[src/rtl/pixie_pkg.sv]
// Constants and types shared by the Pixie DMA front end and the video back end.
// The frame buffer is 128 lines x 8 bytes, addressed as {line[6:0], byte[2:0]}.
package pixie_pkg;

  localparam int PIXIE_H_TOTAL        = 112;
  localparam int PIXIE_V_TOTAL        = 262;
  localparam int PIXIE_V_ACT          = 80;
  localparam int PIXIE_BYTES_PER_LINE = 8;
  localparam int PIXIE_LINES          = 128;
  localparam int PIXIE_FB_AW          = 10;
  localparam int PIXIE_H_PIXELS       = PIXIE_BYTES_PER_LINE * 8;

  typedef struct packed {
    logic hsync;
    logic vsync;
    logic hblank;
    logic vblank;
  } pixie_sync_t;

  localparam pixie_sync_t PIXIE_SYNC_RESET = '{hsync: 1'b0, vsync: 1'b0, hblank: 1'b1, vblank: 1'b1};

  // True when lo <= x < lo + len.
  function automatic logic in_window(input int x, input int lo, input int len);
    return (x >= lo) && (x < lo + len);
  endfunction

endpackage

[src/rtl/pixie_video_back_end_if.sv]
// Frame-buffer read port plus the video output bundle of the Pixie back end.
// fb_data is a plain synchronous read: it reflects fb_addr one clk later, no handshake.
interface pixie_video_back_end_if;

  logic [pixie_pkg::PIXIE_FB_AW-1:0] fb_addr;
  logic [7:0]                        fb_data;
  logic                              pixel;
  logic                              hsync;
  logic                              vsync;
  logic                              hblank;
  logic                              vblank;
  logic                              de;

  modport master (
    output fb_addr, pixel, hsync, vsync, hblank, vblank, de,
    input  fb_data
  );

  modport slave (
    input  fb_addr, pixel, hsync, vsync, hblank, vblank, de,
    output fb_data
  );

endinterface

[src/rtl/pixie_video_timing.sv]
// CDP1861-style raster counters with registered sync/blank decode.
// Outputs decode the pre-increment counter value, so they lag the counters by one ce.
module pixie_video_timing
  import pixie_pkg::*;
#(
  parameter int H_TOTAL  = PIXIE_H_TOTAL,
  parameter int V_TOTAL  = PIXIE_V_TOTAL,
  parameter int H_ACT    = 32,
  parameter int V_ACT    = PIXIE_V_ACT,
  parameter int HS_START = 100,
  parameter int HS_LEN   = 8,
  parameter int VS_START = 0,
  parameter int VS_LEN   = 4
) (
  input  logic        clk,
  input  logic        rst_n,
  input  logic        i_ce,
  output logic [6:0]  o_h_cnt,
  output logic [8:0]  o_v_cnt,
  output pixie_sync_t o_sync
);

  logic [6:0]  r_h_cnt;
  logic [8:0]  r_v_cnt;
  pixie_sync_t r_sync;
  pixie_sync_t w_sync;
  logic        w_h_wrap;
  logic        w_v_wrap;

  assign w_h_wrap = (int'(r_h_cnt) == H_TOTAL - 1);
  assign w_v_wrap = (int'(r_v_cnt) == V_TOTAL - 1);

  always_comb begin
    w_sync        = PIXIE_SYNC_RESET;
    w_sync.hblank = !in_window(int'(r_h_cnt), H_ACT, PIXIE_H_PIXELS);
    w_sync.vblank = !in_window(int'(r_v_cnt), V_ACT, PIXIE_LINES);
    w_sync.hsync  = in_window(int'(r_h_cnt), HS_START, HS_LEN);
    w_sync.vsync  = in_window(int'(r_v_cnt), VS_START, VS_LEN);
  end

  always_ff @(posedge clk or negedge rst_n) begin
    if (!rst_n) begin
      r_h_cnt <= '0;
      r_v_cnt <= '0;
      r_sync  <= PIXIE_SYNC_RESET;
    end else if (i_ce) begin
      r_h_cnt <= w_h_wrap ? '0 : r_h_cnt + 7'd1;
      if (w_h_wrap) begin
        r_v_cnt <= w_v_wrap ? '0 : r_v_cnt + 9'd1;
      end
      r_sync <= w_sync;
    end
  end

  assign o_h_cnt = r_h_cnt;
  assign o_v_cnt = r_v_cnt;
  assign o_sync  = r_sync;

endmodule

[src/rtl/pixie_video_back_end.sv]
// Pixie video back end: raster timing plus the frame-buffer fetch / shift pipeline.
// Each active byte is addressed 2 dots ahead and loaded 1 dot ahead of its first pixel.
module pixie_video_back_end
  import pixie_pkg::*;
#(
  parameter int H_TOTAL  = PIXIE_H_TOTAL,
  parameter int V_TOTAL  = PIXIE_V_TOTAL,
  parameter int H_ACT    = 32,
  parameter int V_ACT    = PIXIE_V_ACT,
  parameter int HS_START = 100,
  parameter int HS_LEN   = 8,
  parameter int VS_START = 0,
  parameter int VS_LEN   = 4
) (
  input  logic                   clk,
  input  logic                   reset,
  input  logic                   ce_pix,
  input  logic                   disp_en,
  pixie_video_back_end_if.master vid
);

  localparam logic [6:0] LP_ADDR_H = 7'(H_ACT - 2);
  localparam logic [6:0] LP_LOAD_H = 7'(H_ACT - 1);
  localparam logic [6:0] LP_V_ACT7 = 7'(V_ACT);

  logic [6:0]  w_h_cnt;
  logic [8:0]  w_v_cnt;
  pixie_sync_t w_sync;

  pixie_video_timing #(
    .H_TOTAL (H_TOTAL),  .V_TOTAL (V_TOTAL),
    .H_ACT   (H_ACT),    .V_ACT   (V_ACT),
    .HS_START(HS_START), .HS_LEN  (HS_LEN),
    .VS_START(VS_START), .VS_LEN  (VS_LEN)
  ) u_timing (
    .clk    (clk),
    .rst_n  (reset),
    .i_ce   (ce_pix),
    .o_h_cnt(w_h_cnt),
    .o_v_cnt(w_v_cnt),
    .o_sync (w_sync)
  );

  logic [PIXIE_FB_AW-1:0] r_fb_addr;
  logic [7:0]             r_shreg;
  logic                   r_pixel;
  logic                   r_frame_en;

  logic       w_act_line;
  logic       w_act_dot;
  logic       w_addr_pt;
  logic       w_load_pt;
  logic       w_frame_start;
  logic [5:0] w_addr_off;
  logic [2:0] w_load_off;
  logic [6:0] w_line;

  assign w_act_line    = in_window(int'(w_v_cnt), V_ACT, PIXIE_LINES);
  assign w_act_dot     = w_act_line && in_window(int'(w_h_cnt), H_ACT, PIXIE_H_PIXELS);
  assign w_addr_off    = 6'(w_h_cnt - LP_ADDR_H);
  assign w_load_off    = 3'(w_h_cnt - LP_LOAD_H);
  assign w_line        = w_v_cnt[6:0] - LP_V_ACT7;
  assign w_frame_start = (w_h_cnt == '0) && (w_v_cnt == '0);

  // Fetch points repeat every 8 dots, starting 2 (address) and 1 (load) dots early.
  assign w_addr_pt = w_act_line && in_window(int'(w_h_cnt), H_ACT - 2, PIXIE_H_PIXELS)
                     && (w_addr_off[2:0] == 3'd0);
  assign w_load_pt = w_act_line && in_window(int'(w_h_cnt), H_ACT - 1, PIXIE_H_PIXELS)
                     && (w_load_off == 3'd0);

  always_ff @(posedge clk or negedge reset) begin
    if (!reset) begin
      r_fb_addr  <= '0;
      r_shreg    <= '0;
      r_pixel    <= 1'b0;
      r_frame_en <= 1'b0;
    end else if (ce_pix) begin
      // Latched once per frame so a mid-frame disp_en change cannot tear the picture.
      if (w_frame_start) begin
        r_frame_en <= disp_en;
      end
      if (w_addr_pt) begin
        r_fb_addr <= {w_line, w_addr_off[5:3]};
      end
      r_pixel <= w_act_dot & r_shreg[7] & r_frame_en;
      // The load for the next byte coincides with the last shift of the current one.
      if (w_load_pt) begin
        r_shreg <= vid.fb_data;
      end else if (w_act_dot) begin
        r_shreg <= {r_shreg[6:0], 1'b0};
      end
    end
  end

  assign vid.fb_addr = r_fb_addr;
  assign vid.pixel   = r_pixel;
  assign vid.hsync   = w_sync.hsync;
  assign vid.vsync   = w_sync.vsync;
  assign vid.hblank  = w_sync.hblank;
  assign vid.vblank  = w_sync.vblank;
  assign vid.de      = ~w_sync.hblank & ~w_sync.vblank;

  a_h_act_min: assert property (@(posedge clk) H_ACT >= 2)
    else $error("pixie_video_back_end: H_ACT below 2 leaves no room to fetch byte 0");

endmodule

[src/flat_wrapper.sv]
// flat-port wrapper written by rule: the top's interface ports become plain ports
module pixie_video_back_end_flat import pixie_pkg::*;
#(
  parameter int H_TOTAL  = PIXIE_H_TOTAL,
  parameter int V_TOTAL  = PIXIE_V_TOTAL,
  parameter int H_ACT    = 32,
  parameter int V_ACT    = PIXIE_V_ACT,
  parameter int HS_START = 100,
  parameter int HS_LEN   = 8,
  parameter int VS_START = 0,
  parameter int VS_LEN   = 4
)
  (clk, reset, ce_pix, disp_en, vid_fb_addr, vid_pixel, vid_hsync, vid_vsync, vid_hblank, vid_vblank, vid_de, vid_fb_data);
  pixie_video_back_end_if vid_i ();
  input  logic clk;
  input  logic reset;
  input  logic ce_pix;
  input  logic disp_en;
  output wire logic [$bits(vid_i.fb_addr)-1:0] vid_fb_addr;
  output wire logic [$bits(vid_i.pixel)-1:0] vid_pixel;
  output wire logic [$bits(vid_i.hsync)-1:0] vid_hsync;
  output wire logic [$bits(vid_i.vsync)-1:0] vid_vsync;
  output wire logic [$bits(vid_i.hblank)-1:0] vid_hblank;
  output wire logic [$bits(vid_i.vblank)-1:0] vid_vblank;
  output wire logic [$bits(vid_i.de)-1:0] vid_de;
  input wire logic [$bits(vid_i.fb_data)-1:0] vid_fb_data;
  assign vid_fb_addr = vid_i.fb_addr;
  assign vid_pixel = vid_i.pixel;
  assign vid_hsync = vid_i.hsync;
  assign vid_vsync = vid_i.vsync;
  assign vid_hblank = vid_i.hblank;
  assign vid_vblank = vid_i.vblank;
  assign vid_de = vid_i.de;
  assign vid_i.fb_data = vid_fb_data;
  pixie_video_back_end #(.H_TOTAL(H_TOTAL), .V_TOTAL(V_TOTAL), .H_ACT(H_ACT), .V_ACT(V_ACT), .HS_START(HS_START), .HS_LEN(HS_LEN), .VS_START(VS_START), .VS_LEN(VS_LEN)) u_core (.clk(clk), .reset(reset), .ce_pix(ce_pix), .disp_en(disp_en), .vid(vid_i));
endmodule
[config.mk]
export PLATFORM = sky130hd
export DESIGN_NAME = pixie_video_back_end_flat
export DESIGN_NICKNAME = d
export VERILOG_FILES = /design/src/rtl/pixie_pkg.sv /design/src/rtl/pixie_video_back_end_if.sv /design/src/rtl/pixie_video_timing.sv /design/src/rtl/pixie_video_back_end.sv /design/src/flat_wrapper.sv
export SDC_FILE = /design/constraint.sdc
export NUM_CORES = 1
export LEC_CHECK = 0
export ABC_AREA = 1
export CORE_MARGIN = 2
export CORE_UTILIZATION = 56
export CTS_CLUSTER_SIZE = 20
export DETAILED_ROUTE_END_ITERATION = 8
export MAX_ROUTING_LAYER = met4
export PLACE_DENSITY = 0.77
export SLEW_MARGIN = 10
export SYNTH_ARGS = -nofsm -noshare
export SYNTH_HDL_FRONTEND = slang
export SYNTH_HIERARCHICAL = 1
export SYNTH_SLANG_ARGS = --single-unit
[constraint.sdc]
create_clock -name clk -period 2.3 [get_ports clk]
set_input_delay 0.46 -clock clk [delete_from_list [all_inputs] [get_ports clk]]
set_output_delay 0.46 -clock clk [all_outputs]
set_load 0.02 [all_outputs]
======== Word-level counts from Yosys, hierarchy flattened ========
Index checks and enable logic that the tools add are counted.
cells by class
  equal/unequal tests ..................... 2
  order comparisons ....................... 11
  bitwise logic cells ..................... 5
  reductions and logical operators ........ 22
  mux-type cells .......................... 4
  add/subtract/negate cells ............... 5
operator list
  operator                                             number
  < comparator 7 bit, second input constant            4
  two-way mux 8 bit                                    2
  >= comparator 7 x 5 -> 1 bit, second input constant  2
  logical AND 1 bit                                    11
  adder 9 x 1 -> 9 bit, second input constant          1
  == test 9 bit, second input constant                 1
  >= comparator 9 x 7 -> 1 bit, second input constant  1
  logical NOT 9 bit                                    1
  < comparator 9 x 3 -> 1 bit, second input constant   1
  < comparator 9 x 8 -> 1 bit, second input constant   1
  two-way mux 9 bit                                    1
  AND reduction 2 bit                                  4
  adder 7 x 1 -> 7 bit, second input constant          1
  == test 7 x 6 -> 1 bit, second input constant        1
  >= comparator 7 x 6 -> 1 bit, second input constant  1
  >= comparator 7 bit, second input constant           1
  logical NOT 7 bit                                    1
  two-way mux 7 bit                                    1
  subtractor 7 bit, second input constant              1
  logical NOT 3 bit                                    2
  subtractor 6 x 5 -> 6 bit, second input constant     1
  AND 1 bit                                            3
  subtractor 3 bit, second input constant              1
  logical NOT 1 bit                                    2
  other kinds (2)                                      3
storage, ports and cells
  input port bits ......................... 12
  flip-flop bits (word level) ............. 40

======== Longest topological paths before layout ========
Gate-level depths: netlist (run 1).
  depth after elaboration ................. 6
  depth in mapped cells ................... 12
  depth with buffers taken out ............ 12

======== Cells and area by module ========
Netlist (run 1), hierarchy kept.
by module, submodules not included
  module                instances  cells an instance  seq. area each (um^2)  area each (um^2)
  pixie_video_back_end  1          166                500.5                  1305.0
  pixie_video_timing    1          160                503.0                  1191.1

======== Least setup slack after synthesis (run 1) ========
No wires, ideal clock.
  path kind ............................... reg2reg
  from .................................... register u_core.u_timing.r_h_cnt[2] (netlist: u_core/u_timing/o_h_cnt[2])
  to ...................................... register u_core.r_shreg[1]
  arrival time ............................ 1498 ps
  setup slack ............................. 685 ps
  cell stages (with the launch flop) ...... 13
  clock period less this slack ............ 1615 ps
  cell sequence ........................... dfrtp_1 > ha_1 > nand3_4 > nand2_4 > inv_1 > nand2_1 > nand2_2 > inv_2 > nand2_2 > nand2_1 > nand2_1 > nand2_1 > nand2_1
on the way
  cells in the longest elaborated chain, start to end .. 6
  elaborated cells on any way between the ends .. 14
ends and longest elaborated chain
  item                                                                line                        text
  start, declared                                                     pixie_video_timing.sv:23    logic [6:0] r_h_cnt;
  start signal, assigned                                              pixie_video_timing.sv:47    r_h_cnt <= w_h_wrap ? '0 : r_h_cnt + 7'd1;
  >= comparator 7 x 5 -> 1 bit or < comparator 7 bit (tied branches)  pixie_pkg.sv:24             return (x >= lo) && (x < lo + len);
  logical AND 1 bit                                                   pixie_pkg.sv:24
  logical AND 1 bit                                                   pixie_video_back_end.sv:68  assign w_load_pt = w_act_line && in_window(int'(w_h_cnt), H_ACT - 1, PIXIE_H_PIXELS)
  logical AND 1 bit                                                   pixie_video_back_end.sv:69  && (w_load_off == 3'd0);
  nonzero test 2 bit (no line)                                        -
  AND reduction 2 bit (no line)                                       -
  end signal, assigned                                                pixie_video_back_end.sv:88  r_shreg <= vid.fb_data;
  end signal, assigned                                                pixie_video_back_end.sv:90  r_shreg <= {r_shreg[6:0], 1'b0};
  end, declared                                                       pixie_video_back_end.sv:45  logic [7:0] r_shreg;
Several ways; a longest one is shown, not always the timed one.
A chain may end at the register's enable or synchronous reset.

======== Final worst setup path (run 1) ========
  from .................................... register u_core.u_timing.r_sync, in the netlist u_core/u_timing/o_sync[1]
  to ...................................... output port vid_hblank
RTL lines
  item                    line                      text
  start, declared         pixie_video_timing.sv:25  pixie_sync_t r_sync;
  start signal, assigned  pixie_video_timing.sv:51  r_sync <= w_sync;
  end, declared           flat_wrapper.sv:23        output wire logic [$bits(vid_i.hblank)-1:0] vid_hblank;
No word-level cell between the ends.

==> results.py, run 1 <==
metrics = {
    "power_and_ir_drop": {
        "p_total_mw": 2.11,
        "pwr-share-clk_pct": 26.8,
        "p_sw_uw": 753,
        "comb_power_share_pct": 29.7,
        "sequentialPowerShare_pct": 43.5,
        "p_int_mw": 1.36,
        "switching_share_pct": 35.7,
        "ir_worst_vdd_v": 0.000522,
        "powerDensity_mw_per_mm2": 717,
        "p_leak_nw": 1.49,
    },
    "setup_path": {
        "timing.rr.start": "u_core/u_timing/o_h_cnt[5]$_DFFE_PN0P_",
        "worst_path_max_delay_cell": "clkdlybuf4s50_1",
        "crit_chain": "clkdlybuf4s50_1",
        "cp_num_buf_inv": 1,
        "cp.arrival_ps": 1440,
        "cp.required_ps": 1840,
        "worst-path-max-fanout": 3,
        "critPathTopFamily": "buffers and inverters",
        "critPathLaunchType": "flop",
        "cp_slowest_stage_delay_ps": 600,
        "rrSetupSlack_ps": 420,
        "worstReg2RegEnd": "u_core/r_shreg[7]$_DFFE_PN0P_",
        "crit_type": "reg2out",
        "worst_setup_path_end_kind": "output pin",
        "rr_worst_depth": 12,
    },
    "synth": {
        "synthTopCellsByCount": "119 x nand2_1, 38 x dfrtp_1, 31 x inv_1, 31 x nor2_1, 25 x nand3_1",
        "yosys.area.top_type": "dfrtp_1",
        "synth-xor-area-share_pct": 1.75,
        "muxShareOfSynthArea_pct": 0,
        "postSynthAreaPerCell_sq_um": 7.66,
        "synth.top_cells.by_area": "dfrtp_1 38%, nand2_1 18%, ha_1 5.5%",
        "ys.flop_type": "dfrtp_1",
        "synthAdderAreaFrac_pct": 5.51,
        "async_reset_ff_share_pct": 100,
        "synth-compound-area-share_pct": 6.27,
        "synth_top_family_by_area": "simple AND/OR/NAND/NOR gates",
        "synthSimpleGateAreaFrac_pct": 39.4,
        "yosysMostFrequentCell": "nand2_1",
        "syn_nets": 349,
        "synth.top_cell.area_share_pct": 38.1,
        "yosysUniqueCellTypes": 33,
        "syn_inst": 326,
        "synth-edff-count": 0,
        "ys.warnings.count": 6,
        "yosysSeqAreaShare_pct": 40.2,
        "ys_ff_latch": 40,
        "synthesis.area_sq_mm": 0.00250,
    },
    "global_routing": {
        "grt_pass1_wl_microns": 8400,
        "grt.overflow.total": 0,
        "grt_max_degree": 41,
        "antenna_found_initial": 0,
        "groute.usage.overall_pct": 21.6,
        "first_global_vias": 1856,
    },
    "place": {
        "io_buffers": 27,
        "gp_congestion": 0.826,
        "hpwlAfterDp_microns": 3510,
        "placed_cell_area_sq_mm": 0.00283,
    },
    "clock_tree": {
        "clkTransAtPathRegs_ps": 80,
        "htree_num_levels": 2,
        "clock-sinks": 40,
        "cts-root-buf": "clkbuf_8",
        "cts_tree": "yes",
        "insertion_delay_ps": 290,
        "cts_resized": 0,
        "cts_buffers": 5,
        "cts_buffer_depth": 2,
        "hold_buffers": 0,
        "post_cts_buffers": 0,
    },
    "sta": {
        "tightest_slew_ps": 501,
        "timing.final.crit_share_pct": 82.8,
        "fin_worst_skew_ps": 6.53,
        "hold_ws_ps": 211,
        "max_slew_margin_pct": 66.6,
        "tns_ps": 0,
        "fmax_mhz": 525,
        "rsz0062_at_grt": "false",
        "fin_crit_ps": 1900,
        "hold_viol_final": 0,
        "drv_slew": 0,
        "setup_viol": 0,
    },
    "die": {
        "die_area_sq_mm": 0.00501,
        "dieHeight_microns": 70.8,
        "core_sq_mm": 0.00432,
        "start_util_pct": 57.7,
        "num_rows": 24,
        "io_pins": 28,
        "die_w_microns": 70.8,
    },
    "outcome": {
        "outcome": "finished, final reports clean",
    },
    "cells_and_area": {
        "final_util_pct": 68.0,
        "fin_nets": 384,
        "areaGrowthSynthToFinish_pct": 17.7,
        "postLayoutCellArea_sq_mm": 0.00294,
        "diodes": 0,
        "nFillCells": 358,
        "drive_above_1_share_pct": 13.0,
    },
    "routing": {
        "first_pass_iters": 4,
        "routedWlPerCell_microns": 11.8,
        "dr_total_vias": 2133,
        "drt_iter0_drc": 113,
        "drc": 0,
        "routed_wl_microns": 4870,
        "via_per_inst": 5.15,
        "final_antenna_net_count": 0,
    },
    "flow_run": {
        "max_cap_violations": 0,
    },
    "hold_path": {
        "min_path_type": "in2async",
    },
}
## flip-flops by register name, summed over array words and instances (netlist names)
signal,flops
u_core/vid.fb_addr,10
u_core/u_timing/o_sync,4
u_core/u_timing/o_v_cnt,9
u_core/vid.pixel,1
u_core/u_timing/o_h_cnt,7
u_core/r_frame_en,1
u_core/r_shreg,8
## layer usage
layer / routed length [microns] / vias up / global-route usage (%)
li1: - / 1096 / -
met1: 2370 / 991 / 29.5
met2: 2260 / 40 / 33.4
met3: 183 / 6 / 4.27
met4: 58 / 0 / 5.66
met5: 0 / - / -
## worst max-delay path by stage
stage / start / endpoint / slack [ps] / cells past startpoint
after floorplan: u_core/u_timing/o_h_cnt[2]$_DFFE_PN0P_ / u_core/r_shreg[1]$_DFFE_PN0P_ / 690 / 12
after global placement: ce_pix / u_core/vid.fb_addr[5]$_DFFE_PN0P_ / 320 / 7
after detailed placement: ce_pix / u_core/vid.fb_addr[5]$_DFFE_PN0P_ / 280 / 7
after CTS: u_core/u_timing/o_sync[1]$_DFFE_PN1P_ / vid_hblank / 380 / 1
after global routing: u_core/u_timing/o_h_cnt[5]$_DFFE_PN0P_ / u_core/r_shreg[7]$_DFFE_PN0P_ / 250 / 12
final: u_core/u_timing/o_sync[1]$_DFFE_PN1P_ / vid_hblank / 400 / 1
## placed cells by master (no fill, tap or decap), types with 2 or more instances in the layout
master	netlist	final
nand2_1	119	119
dfrtp_1	38	38
inv_1	31	31
nor2_1	31	31
clkdlybuf4s50_1	0	26
nand3_1	25	25
ha_1	11	11
o21ai_0	7	7
nand2_2	6	6
o21ai_2	6	6
clkbuf_8	0	5
a21oi_1	5	5
nor3_1	4	4
buf_4	0	4
nor2_4	3	3
nor2_2	3	3
nand2_4	3	3
nand3b_1	3	3
inv_2	3	3
xor2_1	3	3
nand3_4	2	2
a21oi_2	2	2
nor2_8	2	2
xnor2_1	2	2
nand4_1	2	2
clkinv_4	2	2
nor3b_1	2	2
dfstp_2	2	2
## cell type report
type / count / area [sq um] / share of cell area (%)
clock buffer: 6 / 72.6 / 2.47
clock inverter: 2 / 35.0 / 1.19
inverter: 36 / 145 / 4.94
multi-input combinational: 247 / 1320 / 45.0
sequential: 40 / 1000 / 34.1
tap: 52 / 65.1 / 2.21
timing repair buffer: 31 / 295 / 10.0
## power groups by stage
stage	registers [mW]	logic [mW]	clock network, mW
6_report	0.918	0.626	0.564
5_1_grt	0.934	0.715	0.615
4_1_cts	0.917	0.632	0.584
3_5_place_dp	0.931	0.625	0
3_3_place_gp	0.927	0.616	0
2_1_floorplan	0.933	0.424	0
## logic make-up after synthesis
| family | after synthesis |
|---|---|
| and+or+nand+nor | 207 |
| DFF | 40 |
| buffers and inverters | 39 |
| AOI/OAI and AO/OA | 24 |
| adders and majority gates | 11 |
| xor gates and xnor gates | 5 |
## through the flow
step,instances,setup WS (ps)
CTS,414,376
detailed placement,406,279
global placement,406,317
global route,414,250
floorplan,326,685
finish,414,395
(Power assumes the default switching activity.)
==> inputs of run 2 (changes only) <==
--- a/config.mk
+++ b/config.mk
@@ -7,11 +7,11 @@
 export LEC_CHECK = 0
 export ABC_AREA = 1
 export CORE_MARGIN = 2
-export CORE_UTILIZATION = 56
+export CORE_UTILIZATION = 51
 export CTS_CLUSTER_SIZE = 20
 export DETAILED_ROUTE_END_ITERATION = 8
 export MAX_ROUTING_LAYER = met4
-export PLACE_DENSITY = 0.77
+export PLACE_DENSITY = 0.74
 export SLEW_MARGIN = 10
 export SYNTH_ARGS = -nofsm -noshare
 export SYNTH_HDL_FRONTEND = slang
==> constraint.sdc (replaced) <==
create_clock -name clk -period 1.7 [get_ports clk]
set_input_delay 0.34 -clock clk [delete_from_list [all_inputs] [get_ports clk]]
set_output_delay 0.34 -clock clk [all_outputs]
set_load 0.02 [all_outputs]
==> run 2 against run 1 <==
The flow now finishes with violations (negative hold slack); critical path depth rose by 7; sequential power grew 30%; clock-buffer cell count unchanged; highest routed layer unchanged.
==> results.py, run 2 (synthesis gave the netlist of run 1 again) <==
metrics = {
    "setup_path": {
        "critPathLaunchType": "flop",
        "crit_top_cell": "nand2_1",
        "cp_num_buf_inv": 2,
        "rrSetupSlack_ps": 50,
        "critPathTopFamily": "simple AND/OR/NAND/NOR gates",
        "worst-path-max-fanout": 9,
        "cp.arrival_ps": 1830,
        "worst_setup_path_end_kind": "flop",
        "crit_type": "reg2reg",
        "worst_path_max_delay_cell": "dfrtp_2",
        "rr_worst_depth": 8,
        "cp_slowest_stage_delay_ps": 460,
        "timing.rr.start": "u_core/u_timing/o_h_cnt[6]$_DFFE_PN0P_",
        "crit_chain": "ha_2 > inv_1 > nand2_1 > nor4_4 > buf_4 > nand3_4 > nand2_1 > o21ai_2",
        "worstReg2RegEnd": "u_core/vid.fb_addr[9]$_DFFE_PN0P_",
        "cp.required_ps": 1880,
    },
    "sta": {
        "hold_ws_ps": -8.20,
        "tns_ps": 0,
        "max_slew_margin_pct": 69.4,
        "drv_slew": 0,
        "timing.final.crit_share_pct": 96.8,
        "fin_crit_ps": 1650,
        "fmax_mhz": 608,
        "fin_worst_skew_ps": 5.15,
        "hold_viol_final": 18,
        "tightest_slew_ps": 460,
        "setup_viol": 0,
        "rsz0062_at_grt": "true",
    },
    "power_and_ir_drop": {
        "powerDensity_mw_per_mm2": 967,
        "p_leak_nw": 1.62,
        "ir_worst_vdd_v": 0.000844,
        "p_total_mw": 3.12,
    },
    "routing": {
        "routed_wl_microns": 5520,
        "routedWlPerCell_microns": 12.2,
        "via_per_inst": 4.88,
        "first_pass_iters": 7,
        "dr_total_vias": 2208,
        "drc": 0,
        "drt_iter0_drc": 117,
        "final_antenna_net_count": 0,
    },
    "cells_and_area": {
        "largest_reg_flops": 10,
        "fin_nets": 407,
        "areaGrowthSynthToFinish_pct": 29.4,
        "diodes": 0,
        "drive_above_1_share_pct": 22.6,
        "final_common_cell": "nand2_1",
        "layout_common_cells": "115 x nand2_1, 37 x dfrtp_1, 27 x inv_1, 27 x nor2_1, 25 x nand3_1",
        "final_util_pct": 68.4,
    },
    "die": {
        "die_area_sq_mm": 0.00547,
        "dieHeight_microns": 74.0,
        "die_w_microns": 74.0,
        "io_pins": 28,
        "start_util_pct": 52.8,
        "num_rows": 25,
        "core_sq_mm": 0.00472,
    },
    "clock_tree": {
        "hold_buffers": 0,
        "clkTransAtPathRegs_ps": 80,
        "insertion_delay_ps": 290,
        "clock-sinks": 40,
        "cts-root-buf": "clkbuf_8",
        "cts_buffer_depth": 2,
        "cts_tree": "yes",
        "cts_buffers": 5,
        "htree_num_levels": 2,
    },
    "global_routing": {
        "grt_max_degree": 23,
        "busiest_layer": "met2",
        "grt.overflow.total": 0,
        "grt_use_met1_pct": 30.1,
        "groute.usage.overall_pct": 22.8,
        "first_global_vias": 2064,
        "globalRouteMet2Util_pct": 36.7,
        "grt_use_met3_pct": 4.07,
        "antenna_found_initial": 0,
        "grt_pass1_wl_microns": 9450,
    },
    "flow_run": {
        "max_cap_violations": 0,
    },
    "place": {
        "gp_congestion": 0.850,
        "hpwlAfterDp_microns": 3950,
        "io_buffers": 27,
    },
    "outcome": {
        "outcome": "finished with violations",
        "violations": "negative hold slack",
    },
    "hold_path": {
        "min_path_type": "in2async",
    },
}
[run 2: timing repair]
action | 4_1_cts | 5_1_grt
gates cloned | 1 | 0
pin swaps | 1 | 8
buffers inserted | 1 | 3
resized for setup | 4 | 24
endpoints found under the setup margin | 10 | 17
[run 2: through the flow]
step	hold slack, ps	worst slack [ps]	instance area, sq um	instances
floorplan	44.4	85.2	2500	326
global placement	309	-113	3000	439
detailed placement	318	-185	3000	439
finish	-8.20	54.1	3230	452
global route	17.1	-27.7	3230	452
CTS	1.86	25.2	3130	449
[run 2: where the power goes]
group	internal, mW	switching, mW	total [mW]	leakage, nW
Combinational	0.495	0.669	1.16	1.04
Clock	0.436	0.334	0.770	0.0552
Sequential	1.06	0.132	1.19	0.524
Total	1.99	1.14	3.12	1.62
[run 2: cell type report]
class                   instances  area [sq um]
clock inverters                 2          35.0
flip-flops and latches         40          1000
repair buffers                 53           473
fillers                       394          1490
well taps                      67          83.8
multi-input cells             248          1410
inverters                      36           148
clock buffers                   6          72.6
[run 2: worst max path at each step]
stage | cells past startpoint | end | start | slack, ps
6_report | 8 | u_core/vid.fb_addr[9]$_DFFE_PN0P_ | u_core/u_timing/o_h_cnt[6]$_DFFE_PN0P_ | 50
5_1_grt | 11 | u_core/r_shreg[1]$_DFFE_PN0P_ | u_core/u_timing/o_h_cnt[5]$_DFFE_PN0P_ | -30
4_1_cts | 9 | u_core/vid.fb_addr[4]$_DFFE_PN0P_ | u_core/u_timing/o_h_cnt[6]$_DFFE_PN0P_ | 30
3_5_place_dp | 7 | u_core/vid.fb_addr[4]$_DFFE_PN0P_ | ce_pix | -190
3_3_place_gp | 7 | u_core/vid.fb_addr[6]$_DFFE_PN0P_ | ce_pix | -110
2_1_floorplan | 12 | u_core/r_shreg[1]$_DFFE_PN0P_ | u_core/u_timing/o_h_cnt[2]$_DFFE_PN0P_ | 90
[run 2: metal layers]
layer / part of all wire [%] / wire [microns]
met5: 0 / 0
met4: 0.44 / 24
met3: 3.1 / 169
met2: 49 / 2690
met1: 48 / 2630
